**config.mk**
```make
export PLATFORM = sky130hd
export DESIGN_NAME = aes_reg_initiator
export DESIGN_NICKNAME = d
export VERILOG_FILES = /design/src/rtl/aes_reg_initiator.sv
export SDC_FILE = /design/constraint.sdc
export NUM_CORES = 1
export LEC_CHECK = 0
export ABC_AREA = 1
export CAP_MARGIN = 20
export CORE_MARGIN = 2
export CORE_UTILIZATION = 40
export CTS_CLUSTER_SIZE = 14
export DETAILED_ROUTE_END_ITERATION = 8
export PLACE_DENSITY = 0.7
export RECOVER_POWER = 50
export SLEW_MARGIN = 20
export SYNTH_ARGS = -nofsm -noshare
export SYNTH_HDL_FRONTEND = slang
export SYNTH_SLANG_ARGS = --single-unit
```
**constraint.sdc**
```tcl
create_clock -name clk_i -period 2.96 [get_ports clk_i]
set_input_delay 0.592 -clock clk_i [delete_from_list [all_inputs] [get_ports clk_i]]
set_output_delay 0.592 -clock clk_i [all_outputs]
set_load 0.005 [all_outputs]
```
**src/rtl/aes_reg_initiator.sv**
```systemverilog
// Register-bus initiator that drives one AES-192 job through a memory-mapped AES peripheral:
// it loads plaintext, key and key bank, starts the core, polls for completion, reads the ciphertext and clears the core.
module aes_reg_initiator #(
    parameter int unsigned           ADDR_WIDTH = 32,
    parameter int unsigned           DATA_WIDTH = 32,
    parameter logic [ADDR_WIDTH-1:0] BASE_ADDR  = '0,
    parameter int unsigned           POLL_LIMIT = 1024
) (
    input  logic                    clk_i,
    input  logic                    rst_ni,
    input  logic                    cmd_valid_i,
    output logic                    cmd_ready_o,
    input  logic [127:0]            pt_i,
    input  logic [191:0]            key_i,
    input  logic [1:0]              key_sel_i,
    output logic                    res_valid_o,
    input  logic                    res_ready_i,
    output logic [127:0]            res_data_o,
    output logic [1:0]              res_status_o,
    output logic                    busy_o,
    output logic [ADDR_WIDTH-1:0]   addr_o,
    output logic                    write_o,
    output logic [DATA_WIDTH-1:0]   wdata_o,
    output logic [DATA_WIDTH/8-1:0] wstrb_o,
    output logic                    valid_o,
    input  logic [DATA_WIDTH-1:0]   rdata_i,
    input  logic                    ready_i,
    input  logic                    error_i
);

    localparam int unsigned      CNT_W      = $clog2(POLL_LIMIT + 1);
    localparam logic [CNT_W-1:0] CNT_MAX    = CNT_W'(POLL_LIMIT);
    localparam logic [CNT_W-1:0] CNT_LAST   = CNT_W'(POLL_LIMIT - 1);
    localparam logic [5:0]       IDX_CTRL   = 6'd0;
    localparam logic [5:0]       IDX_STATUS = 6'd11;
    localparam logic [5:0]       IDX_DOUT   = 6'd12;
    localparam logic [5:0]       IDX_KSEL   = 6'd32;
    localparam logic [3:0]       LAST_WRITE = 4'd12;
    localparam logic [3:0]       LAST_READ  = 4'd3;
    localparam logic [1:0]       STAT_OK    = 2'b00;
    localparam logic [1:0]       STAT_BUS   = 2'b01;
    localparam logic [1:0]       STAT_TMO   = 2'b10;

    typedef enum logic [2:0] {S_IDLE, S_WRITE, S_POLL, S_READ, S_CLEAR, S_RESP} state_t;

    state_t           state_reg, state_next;
    logic [3:0]       step_reg, step_next;
    logic [CNT_W-1:0] poll_cnt_reg, poll_cnt_next;
    logic [127:0]     res_data_reg, res_data_next;
    logic [1:0]       res_status_reg, res_status_next;
    logic [127:0]     pt_reg;
    logic [191:0]     key_reg;
    logic [1:0]       key_sel_reg;
    logic             accept;

    logic [31:0] pt_words  [4];
    logic [31:0] key_words [6];

    genvar gi;
    generate
        for (gi = 0; gi < 4; gi++) begin : g_pt_words
            assign pt_words[gi] = pt_reg[32*gi +: 32];
        end
        for (gi = 0; gi < 6; gi++) begin : g_key_words
            assign key_words[gi] = key_reg[32*gi +: 32];
        end
    endgenerate

    // Bus request is decoded purely from state/step, so it only moves after a completion
    logic [5:0]  word_idx;
    logic        bus_active;
    logic        bus_write;
    logic [31:0] bus_wdata;

    always_comb begin
        word_idx   = IDX_CTRL;
        bus_active = 1'b0;
        bus_write  = 1'b0;
        bus_wdata  = '0;
        case (state_reg)
            S_WRITE: begin
                bus_active = 1'b1;
                bus_write  = 1'b1;
                if (step_reg == 4'd0) begin
                    word_idx = IDX_CTRL;
                end else if (step_reg <= 4'd4) begin
                    word_idx  = {2'b00, step_reg};
                    bus_wdata = pt_words[2'(step_reg - 4'd1)];
                end else if (step_reg <= 4'd10) begin
                    word_idx  = {2'b00, step_reg};
                    bus_wdata = key_words[3'(step_reg - 4'd5)];
                end else if (step_reg == 4'd11) begin
                    word_idx  = IDX_KSEL;
                    bus_wdata = {30'b0, key_sel_reg};
                end else begin
                    word_idx  = IDX_CTRL;
                    bus_wdata = 32'd1;
                end
            end
            S_POLL: begin
                bus_active = 1'b1;
                word_idx   = IDX_STATUS;
            end
            S_READ: begin
                bus_active = 1'b1;
                word_idx   = IDX_DOUT + {4'b0, step_reg[1:0]};
            end
            S_CLEAR: begin
                bus_active = 1'b1;
                bus_write  = 1'b1;
                word_idx   = IDX_CTRL;
            end
            default: ;
        endcase
    end

    wire fire = bus_active && ready_i;

    always_comb begin
        state_next      = state_reg;
        step_next       = step_reg;
        poll_cnt_next   = poll_cnt_reg;
        res_data_next   = res_data_reg;
        res_status_next = res_status_reg;
        accept          = 1'b0;
        case (state_reg)
            S_IDLE: begin
                if (cmd_valid_i) begin
                    accept          = 1'b1;
                    state_next      = S_WRITE;
                    step_next       = 4'd0;
                    poll_cnt_next   = '0;
                    res_data_next   = '0;
                    res_status_next = STAT_OK;
                end
            end
            S_RESP: begin
                if (res_ready_i) state_next = S_IDLE;
            end
            default: begin
                if (fire) begin
                    // A bus error ends the job on the spot; no cleanup write is attempted
                    if (error_i) begin
                        state_next      = S_RESP;
                        res_status_next = STAT_BUS;
                    end else begin
                        case (state_reg)
                            S_WRITE: begin
                                if (step_reg == LAST_WRITE) begin
                                    state_next = S_POLL;
                                    step_next  = 4'd0;
                                end else begin
                                    step_next = step_reg + 4'd1;
                                end
                            end
                            S_POLL: begin
                                if (rdata_i[0]) begin
                                    state_next = S_READ;
                                    step_next  = 4'd0;
                                end else begin
                                    if (poll_cnt_reg != CNT_MAX) poll_cnt_next = poll_cnt_reg + CNT_W'(1);
                                    if (poll_cnt_reg >= CNT_LAST) begin
                                        state_next      = S_RESP;
                                        res_status_next = STAT_TMO;
                                    end
                                end
                            end
                            S_READ: begin
                                res_data_next[{step_reg[1:0], 5'b0} +: 32] = rdata_i;
                                if (step_reg == LAST_READ) state_next = S_CLEAR;
                                else                       step_next  = step_reg + 4'd1;
                            end
                            S_CLEAR: begin
                                state_next      = S_RESP;
                                res_status_next = STAT_OK;
                            end
                            default: ;
                        endcase
                    end
                end
            end
        endcase
    end

    always_ff @(posedge clk_i or negedge rst_ni) begin
        if (!rst_ni) begin
            state_reg      <= S_IDLE;
            step_reg       <= '0;
            poll_cnt_reg   <= '0;
            res_data_reg   <= '0;
            res_status_reg <= STAT_OK;
            pt_reg         <= '0;
            key_reg        <= '0;
            key_sel_reg    <= '0;
        end else begin
            state_reg      <= state_next;
            step_reg       <= step_next;
            poll_cnt_reg   <= poll_cnt_next;
            res_data_reg   <= res_data_next;
            res_status_reg <= res_status_next;
            if (accept) begin
                pt_reg      <= pt_i;
                key_reg     <= key_i;
                key_sel_reg <= key_sel_i;
            end
        end
    end

    assign cmd_ready_o  = (state_reg == S_IDLE);
    assign busy_o       = (state_reg != S_IDLE);
    assign res_valid_o  = (state_reg == S_RESP);
    assign res_data_o   = res_data_reg;
    assign res_status_o = res_status_reg;
    assign valid_o      = bus_active;
    assign write_o      = bus_write;
    assign wdata_o      = bus_wdata;
    assign wstrb_o      = {(DATA_WIDTH/8){bus_write}};
    assign addr_o       = bus_active ? (BASE_ADDR + (ADDR_WIDTH'(word_idx) << 2)) : '0;

endmodule

```
==> out/results.ini, run 1 <==
[clock_tree]
worstSkewPairLatency_ns=0.62
clockRootBuffer=clkbuf_16
clkSinkCount=470
cts_tree=done
numCtsBuffers=51
cts_buffer_depth=3
cts.htree.levels=2
clk_pin_slew_ns=0.06

[place]
numPortBuffers=535
place_ws_ns=-0.136
routabilityCongestion=0.984
placed_cell_area_sq_um=29600
dp_hpwl_um=62800
dp.cells=3719

[routing]
wl_per_cell_um=22.9
drtPass1Iterations=5
drc=0
vias=21149
wirelength_um=88000
ant_nets=0
drt-initial-drc-count=1669
via_per_inst=5.49

[hold_path]
hold_path_depth=2
hp-start=res_data_o[95]$_DFFE_PN0P_
hold_end=res_data_o[95]$_DFFE_PN0P_
hp-class=register to register

[pwr]
clkPwrFrac_pct=19.5
peakVddDrop_mv=0.635
p_total_mw=35.2
switching_share_pct=40.3
power_leakage_nw=14.4
p_comb_share_pct=50.7
seqPwrFrac_pct=29.8
p_per_area_nw_per_um2=1090
cellInternalPower_mw=21.0
switching_power_mw=14.2

[synthesis]
synth_top_area_share_pct=51.5
ys_ff_latch=470
avgSynthCellArea_sq_um=9.18
yosys.area.top_type=dfrtp_1
synth_seq_area_share_pct=51.5
synth-edff-count=0
ys_warn_count=0
async_reset_ff_share_pct=100
synth_most_common_cell=nand2_1
synth.distinct_cells=35
netlist_area_sq_um=22900
synth_area_leaders=dfrtp_1 (51%), mux2_2 (12%), nand2_1 (7.8%), o21ai_0 (5.2%), nand3_1 (4.0%)
synth_commonest_cells=nand2_1 (477), dfrtp_1 (470), mux2_2 (253)
synth_flop_cell=dfrtp_1
syn_inst=2489

[worst_setup_path]
worstSetupStartpointType=register
worstPathCellList=inv_6 > ha_4 > buf_12 > buf_16 > buf_12 > o21ai_2 > o211ai_1 > nand2_1 > a21oi_2 > buf_4 > buf_6
crit_required_ns=2.37
path_class=register to output pin
r2r-end=key_reg[54]$_DFFE_PN0P_
crit_buf_inv=6
reg2reg_slack_ns=-0.15
cpPeakStageDelay_ns=0.44
r2r_start=state_reg[0]$_DFFE_PN0P_
endpoint_kind=output pin
worstPathArrival_ns=2.72
cp_max_fo=6
worst_path_most_repeated_cell=buf_12
crit_start=step_reg[0]$_DFFE_PN0P_
slowest_stage=dfrtp_4
cp_top_family=buffers and inverters
ff2ff_path_depth=7

[final_layout]
final_util_pct=57.6
fin_nets=3418
drive_above_1_share_pct=21.8
largest_register_ffs=192
fill_cells=4858
stdcell_count=3851
fin_area_sq_um=32500
syn2layout_area_growth_pct=42.1

[global_routing]
track_usage_pct=29.0
grt_max_degree=109
antenna_found_initial=12
grt_pass1_vias=21214
grt_pass1_wl_um=130000
gr-total-overflow=0

[floorplanning]
start_util_pct=40.5
fp-row-count=87
core_sq_um=56400
pin_count=563
die_h_um=243
die_w_um=243
dieArea_sq_um=59100

[timing]
fin_crit_sh_pct=112
whs_ns=0.463
fin_skew_ns=0.0349
drv_slew=0
fin_ws_ns=-0.354
grt_setup_unrepaired=true
slew_headroom_pct=16.0
min_period_ns=3.31
setup-tns-final_ns=-26.37
hold_viol=0
fmax_mhz=302
tightest_slew_ns=1.26
report.final.setup_viol=271

[job]
drv_cap=0

[outcome]
violations=setup timing
status=finished, violations left

worst reg2reg max path, delay by kind of cell (launching register included):
family	cells	cell delay (ns)
buffers and inverters	3	1.40
AND/OR/NAND/NOR	3	0.81
flip-flops	1	0.39
multiplexers	1	0.39
placed cells by master (no fill, tap or decap), types with 5 or more instances in the layout:
master | netlist | layout
clkdlybuf4s50_1 | 0 | 493
dfrtp_1 | 470 | 468
nand2_1 | 477 | 458
mux2_2 | 253 | 253
nor2_1 | 195 | 189
nand3_1 | 184 | 184
o21ai_0 | 237 | 181
inv_1 | 125 | 118
buf_4 | 34 | 103
nor3_1 | 72 | 71
a21oi_1 | 136 | 67
a21oi_2 | 0 | 63
clkbuf_16 | 0 | 53
o21ai_1 | 1 | 46
buf_6 | 13 | 33
o211ai_1 | 31 | 31
conb_1 | 1 | 27
buf_12 | 0 | 27
o221ai_1 | 30 | 26
nand2_2 | 3 | 19
clkbuf_8 | 0 | 12
clkbuf_1 | 95 | 12
o21ai_2 | 0 | 11
nand4_1 | 11 | 11
buf_2 | 67 | 11
buf_16 | 0 | 10
nor2_4 | 1 | 9
xor2_1 | 9 | 9
inv_2 | 4 | 7
clkinv_2 | 0 | 7
bufinv_16 | 0 | 7
a21oi_4 | 0 | 6
ha_1 | 8 | 6
dlygate4sd3_1 | 0 | 6
nand3_2 | 5 | 5
layer usage:
metal	GRT usage (%)	vias up	part of all wire (%)
li1	-	9460	-
met5	0	-	0.12
met4	16.0	16	6.1
met1	35.8	10261	38
met3	6.58	260	8.9
met2	47.0	1152	47
power by group through the flow:
stage	clock network [mW]	logic [mW]	registers [mW]
6_report	6.86	17.9	10.5
5_1_grt	7.18	19.0	10.7
4_1_cts	6.94	17.2	10.4
3_5_place_dp	0	15.1	10.5
3_3_place_gp	0	14.8	10.4
2_1_floorplan	0	9.00	9.90
timing repair:
action                                  4_1_cts  5_1_grt
resized for setup                           294       93
gates cloned                                 12        2
hold buffers                                  1        0
endpoints found under the hold margin        39        0
buffers inserted                             25        3
pin swaps                                    77       59
endpoints found under the setup margin       38       37
area by class of cell:
cell class	instances	area (sq um)	area share, %
clock inverter	19	317	0.975
sequential	470	11800	36.2
tap	756	946	2.91
timing repair buffer	700	7280	22.4
inverter	130	503	1.55
antenna	4	10.0	0.0308
multi-input combinational	1697	10200	31.3
clock buffer	75	1490	4.58
cell families (layout without fill, tap and decap cells):
family          count (synthesis)  after routing  share of synthesized area (%)
compound gates                440            440                           10.5
xor+xnor                       11             11                          0.422
fa+ha+maj                       8              8                          0.438
buf+inv                       348            924                           7.07
flops                         470            470                           51.5
mux                           253            253                           12.5
other cells                     1             31                         0.0164
simple gates                  958            958                           17.6
worst max path at each step:
| stage | endpoint | slack, ns | cells after the start |
|---|---|---|---|
| 4_1_cts | addr_o[5] | -0.34 | 8 |
| 5_1_grt | wdata_o[21] | -0.38 | 11 |
| 2_1_floorplan | wdata_o[10] | 0.006 | 14 |
| 3_5_place_dp | wdata_o[28] | -0.14 | 10 |
| 6_report | wdata_o[1] | -0.35 | 11 |
| 3_3_place_gp | wdata_o[1] | -0.13 | 11 |
No activity file was read; power rests on OpenSTA's default activity.
==> run 2, diff against run 1 <==
--- a/config.mk
+++ b/config.mk
@@ -5,13 +5,15 @@
 export SDC_FILE = /design/constraint.sdc
 export NUM_CORES = 1
 export LEC_CHECK = 0
-export ABC_AREA = 1
+export ABC_CLOCK_PERIOD_IN_PS = 2960
 export CAP_MARGIN = 20
+export CELL_PAD_IN_SITES_DETAIL_PLACEMENT = 1
+export CELL_PAD_IN_SITES_GLOBAL_PLACEMENT = 1
 export CORE_MARGIN = 2
-export CORE_UTILIZATION = 40
+export CORE_UTILIZATION = 33
 export CTS_CLUSTER_SIZE = 14
 export DETAILED_ROUTE_END_ITERATION = 8
-export PLACE_DENSITY = 0.7
+export PLACE_DENSITY_LB_ADDON = 0.1
 export RECOVER_POWER = 50
 export SLEW_MARGIN = 20
 export SYNTH_ARGS = -nofsm -noshare
==> out/results.ini, run 2 <==
[outcome]
status=finished, violations left
violations=capacitance limit, slew limit, setup timing

[pwr]
p_comb_share_pct=49.1
switching_share_pct=38.0
peakVddDrop_mv=0.554
clkPwrFrac_pct=19.9
cellInternalPower_mw=21.5
power_leakage_nw=14.5
p_per_area_nw_per_um2=1130
switching_power_mw=13.2
seqPwrFrac_pct=31.0

[timing]
drv_slew=78
hold_viol=0
min_period_ns=3.35
fin_skew_ns=0.0165
fin_ws_ns=-0.387
fmax_mhz=299
fin_crit_sh_pct=113
tightest_slew_ns=2.21
grt_setup_unrepaired=true
report.final.setup_viol=47
slew_headroom_pct=-47.5

[synthesis]
synth_commonest_cells=nand2_1 (1046), dfrtp_1 (470), a22o_1 (97)
yosys.area.top_type=dfrtp_1
synth-edff-count=0
synth_most_common_cell=nand2_1
synth.distinct_cells=55
netlist_area_sq_um=21100
synth_flop_cell=dfrtp_1
synth_seq_area_share_pct=55.8
avgSynthCellArea_sq_um=9.54
async_reset_ff_share_pct=100
synth_top_area_share_pct=55.8
ys_ff_latch=470
syn_inst=2210
synth_area_leaders=dfrtp_1 (56%), nand2_1 (19%), mux4_2 (6.8%), a22o_1 (4.0%), mux2i_1 (1.6%)
ys_warn_count=0

[worst_setup_path]
cpPeakStageDelay_ns=0.49
reg2reg_slack_ns=-0.19
cp_top_family=buffers and inverters
slowest_stage=dfrtp_4
worstPathArrival_ns=2.76
crit_buf_inv=6
worstPathCellList=inv_4 > buf_6 > ha_4 > buf_12 > buf_16 > buf_8 > mux4_2 > a22oi_2 > o22ai_1 > buf_2
ff2ff_path_depth=7
worstSetupStartpointType=register
path_class=register to output pin
endpoint_kind=output pin
crit_required_ns=2.37
worst-path-stages=10
cp_max_fo=6

[global_routing]
antenna_found_initial=19
gr-total-overflow=0
grt_pass1_wl_um=126000
grt_pass1_vias=20159
track_usage_pct=25.2
grt_max_degree=220

[routing]
drt-initial-drc-count=1021
via_per_inst=5.02
wirelength_um=84600
vias=18544
drtPass1Iterations=6
ant_nets=0
drc=0
wl_per_cell_um=22.9

[final_layout]
final_util_pct=48.8
layout_commonest_cell=nand2_1
fin_nets=3175
drive_above_1_share_pct=15.6
fin_area_sq_um=30800
stdcell_count=3696
multi_input_area_sq_um=9000
layout_common_cells=nand2_1 (1043), clkdlybuf4s50_1 (494), dfrtp_1 (469)
fill_cells=7010
syn2layout_area_growth_pct=46.1
largest_register_ffs=192
ff_latch_area_sq_um=11800

[clock_tree]
clk_pin_slew_ns=0.07
worstSkewPairLatency_ns=0.60
clockRootBuffer=clkbuf_16
numCtsBuffers=53
clkSinkCount=470
cts_buffer_depth=3
cts_tree=done
cts.htree.levels=2

[floorplanning]
fp-row-count=92
core_sq_um=63100
pin_count=563
die_h_um=257
start_util_pct=33.4
dieArea_sq_um=65900
die_w_um=257

[hold_path]
hp-class=register to register
hold_path_depth=2

[place]
dp.cells=3543
placed_cell_area_sq_um=27900
dp_hpwl_um=61900
routabilityCongestion=0.863
numPortBuffers=535

[job]
drv_cap=1

[run 2: cell count changes after synthesis, moves of 97 or more]
cell / change
mux2_2: -253
nand2_1: +569
nand3_1: -175
a21oi_1: -117
a22o_1: +97
nor2_1: -155
o21ai_0: -193
[run 2: worst paths after layout]
kind / start / endpoint
max: step_reg[0]$_DFFE_PN0P_ / wdata_o[22]
min: key_reg[160]$_DFFE_PN0P_ / key_reg[160]$_DFFE_PN0P_
max reg2reg: state_reg[0]$_DFFE_PN0P_ / key_reg[2]$_DFFE_PN0P_
min reg2reg: key_reg[160]$_DFFE_PN0P_ / key_reg[160]$_DFFE_PN0P_
max in group asynchronous: rst_ni / pt_reg[23]$_DFFE_PN0P_
min in group asynchronous: rst_ni / res_data_o[56]$_DFFE_PN0P_
[run 2: per-stage QoR]
stage	setup WS, ns	total power [mW]	hold slack, ns	setup TNS (ns)
after floorplan	0.221	17.9	0.296	0
after global placement	-0.244	24.6	0.455	-4.90
after detailed placement	-0.268	25.0	0.462	-5.71
after CTS	-0.422	34.1	0.0207	-10.86
after global routing	-0.469	36.8	0.495	-29.37
final	-0.387	34.7	0.472	-10.68
[run 2: what timing repair did]
action	in CTS	in global routing
setup endpoints to repair	41	42
hold buffers	0	0
cloned	7	2
resized for setup	238	89
buffers inserted	28	26
pin swaps	65	39
hold endpoints to repair	0	0
[run 2: area by class of cell]
cell class                 count  share of cell area (%)
tap                          846                    3.44
inverter                      41                   0.516
timing repair buffer         694                    22.7
clock inverter                15                   0.601
antenna                        1                 0.00812
multi-input combinational   1547                    29.2
clock buffer                  82                    5.28
sequential                   470                    38.2
[run 2: worst reg2reg max path: cells and delay by family (launching register included)]
family / cells / cell delay (ns)
buffers and inverters: 3 / 1.36
flip-flops: 1 / 0.37
AND/OR/NAND/NOR: 4 / 1.35
[run 2: routing by layer]
layer,track usage (%),wire (um),vias up
li1,-,-,8448
met1,28.1,30900,9407
met2,47.7,46000,499
met3,5.55,4960,154
met4,7.38,2530,36
met5,0,241,-
[run 2: cell families (layout without fill, tap and decap cells)]
logic type                 Yosys count  in the layout  share of synthesized area [%]
and+or+nand+nor                   1154           1154                           21.5
AOI/OAI and AO/OA                  258            258                           8.86
buffers and inverters              219            832                           4.84
adders and majority gates            8              8                          0.475
DFF                                470            470                           55.8
other                                1             28                         0.0178
xor gates and xnor gates             2              2                         0.0831
muxes                               98             98                           8.45
[run 2: power groups by stage]
| stage | sequential (mW) | combinational (mW) | clock (mW) |
|---|---|---|---|
| final | 10.8 | 17.0 | 6.89 |
| after global routing | 11.0 | 18.4 | 7.31 |
| after CTS | 10.8 | 16.2 | 7.03 |
| after detailed placement | 10.9 | 14.1 | 0 |
| after global placement | 10.8 | 13.7 | 0 |
| after floorplan | 10.1 | 7.87 | 0 |
==> run 3, diff against run 2 <==
--- a/config.mk
+++ b/config.mk
@@ -10,7 +10,8 @@
 export CELL_PAD_IN_SITES_DETAIL_PLACEMENT = 1
 export CELL_PAD_IN_SITES_GLOBAL_PLACEMENT = 1
 export CORE_MARGIN = 2
-export CORE_UTILIZATION = 33
+export CORE_UTILIZATION = 34
+export CTS_BUF_LIST = sky130_fd_sc_hd__clkbuf_8
 export CTS_CLUSTER_SIZE = 14
 export DETAILED_ROUTE_END_ITERATION = 8
 export PLACE_DENSITY_LB_ADDON = 0.1
==> out/results.ini, run 3 (synthesis gave the netlist of run 2 again) <==
[routing]
via_per_inst=5.04
wl_per_cell_um=22.8
wirelength_um=85100
vias=18831
drc=0
ant_nets=0
drt-initial-drc-count=814
drtPass1Iterations=5

[clock_tree]
cts.htree.levels=3
cts_buffer_depth=3
numCtsBuffers=84
worstSkewPairLatency_ns=0.68
clockRootBuffer=clkbuf_8
cts_tree=done
clkSinkCount=470
clk_pin_slew_ns=0.06

[global_routing]
antenna_found_initial=20
grt_pass1_vias=20747
grt_max_degree=97
grt_pass1_wl_um=127000
gr-total-overflow=0
track_usage_pct=26.6

[place]
routabilityCongestion=0.837
placed_cell_area_sq_um=28000
dp.cells=3498
numPortBuffers=535
dp_hpwl_um=60100

[worst_setup_path]
worstPathArrival_ns=2.71
cp_max_fo=7
reg2reg_slack_ns=-0.04
worst_path_most_repeated_cell=buf_12
worstPathCellList=inv_6 > ha_4 > xor2_4 > buf_8 > buf_12 > buf_16 > buf_12 > nor2_2 > a22oi_2 > buf_6 > o22ai_2 > buf_2
endpoint_kind=output pin
cpPeakStageDelay_ns=0.51
r2r-end=key_reg[36]$_DFFE_PN0P_
path_class=register to output pin
slowest_stage=dfrtp_4
crit_required_ns=2.37
ff2ff_path_depth=8
worstSetupStartpointType=register
r2r_start=state_reg[1]$_DFFE_PN0P_

[pwr]
p_total_mw=36.2
p_per_area_nw_per_um2=1150
peakVddDrop_mv=0.523
power_leakage_nw=15.2

[floorplanning]
dieArea_sq_um=64000
die_h_um=253
pin_count=563
die_w_um=253
core_sq_um=61500
fp-row-count=91
start_util_pct=34.3

[hold_path]
hold_path_depth=3
hold_end=key_reg[184]$_DFFE_PN0P_
hp-start=key_i[184]
hp-class=primary input to register

[timing]
fmax_mhz=303
hold_viol=0
grt_setup_unrepaired=true
drv_slew=0
fin_skew_ns=0.0288
slew_headroom_pct=4.23
tightest_slew_ns=1.44
fin_crit_sh_pct=112
report.final.setup_viol=36
fin_ws_ns=-0.345
min_period_ns=3.31

[final_layout]
largest_register_ffs=192
syn2layout_area_growth_pct=49.4
layout_commonest_cell=nand2_1
drive_above_1_share_pct=18.0
final_util_pct=51.2
layout_common_cells=nand2_1 (1044), dfrtp_1 (467), clkdlybuf4s50_1 (439)
fin_area_sq_um=31500
stdcell_count=3733
fin_nets=3236

[outcome]
violations=setup timing
status=finished, violations left

[job]
drv_cap=0

-- run 3: changes by cell type in the layout (fill, tap and decap cells not counted), sizes merged, moves of 2 or more --
cell,previous run,this run
clkbuf,109,136
buf,166,203
diode,1,9
inv,43,65
clkdlybuf4s50,494,439
dlygate4sd3,4,59
bufinv,4,2
-- run 3: worst max-delay path by stage --
| stage | slack (ns) | to | from | depth (start not counted) |
|---|---|---|---|---|
| 2_1_floorplan | 0.22 | wdata_o[1] | step_reg[1]$_DFFE_PN0P_ | 7 |
| 3_3_place_gp | -0.24 | wdata_o[20] | step_reg[0]$_DFFE_PN0P_ | 8 |
| 3_5_place_dp | -0.34 | wdata_o[20] | step_reg[0]$_DFFE_PN0P_ | 8 |
| 4_1_cts | -0.39 | wdata_o[20] | step_reg[0]$_DFFE_PN0P_ | 7 |
| 5_1_grt | -0.47 | wdata_o[1] | step_reg[0]$_DFFE_PN0P_ | 9 |
| 6_report | -0.35 | wdata_o[9] | step_reg[0]$_DFFE_PN0P_ | 12 |
-- run 3: where the power goes --
part           internal, mW  switching, mW
Clock                  3.63           2.84
Sequential             8.98           1.73
Combinational          9.66           9.38
Total                  22.3           14.0
-- run 3: what timing repair did --
| item | CTS | global route |
|---|---|---|
| gates cloned | 16 | 3 |
| setup buffers | 38 | 22 |
| resized for setup | 324 | 39 |
| pin swaps | 62 | 29 |
| hold buffers | 1 | 0 |
| hold endpoints to repair | 40 | 0 |
| endpoints found under the setup margin | 43 | 43 |
-- run 3: final cells by class --
cell class	instances	area, sq um
diodes	9	22.5
clock buffers	115	1580
clock inverters	37	220
fillers	6718	30000
inverters	41	161
multi-input cells	1547	9110
flip-flops and latches	470	11800
well taps	790	988
repair buffers	724	7640
-- run 3: critical path: cells and delay by family (launching register included) --
kind	cells	cell delay, ns
AND/OR/NAND/NOR	1	0.05
adder cells (fa/ha/maj)	1	0.19
flip-flops	1	0.51
AO/OA/AOI/OAI	2	0.18
XOR/XNOR	1	0.18
buffers and inverters	7	0.91
-- run 3: metal layers --
metal | global-route usage, % | routed length, um | vias to the layer above
met5 | 0 | 147 | -
met4 | 11.8 | 3660 | 22
met3 | 5.90 | 4290 | 173
met2 | 47.0 | 43500 | 510
met1 | 30.8 | 33500 | 9529
li1 | - | - | 8597
-- run 3: per-stage QoR --
step	setup slack (ns)	setup TNS, ns	hold slack, ns
2_1_floorplan	0.221	0	0.296
3_3_place_gp	-0.235	-4.51	0.453
3_5_place_dp	-0.337	-8.09	0.459
4_1_cts	-0.392	-10.41	0.382
5_1_grt	-0.474	-19.35	0.416
6_report	-0.345	-9.37	0.447
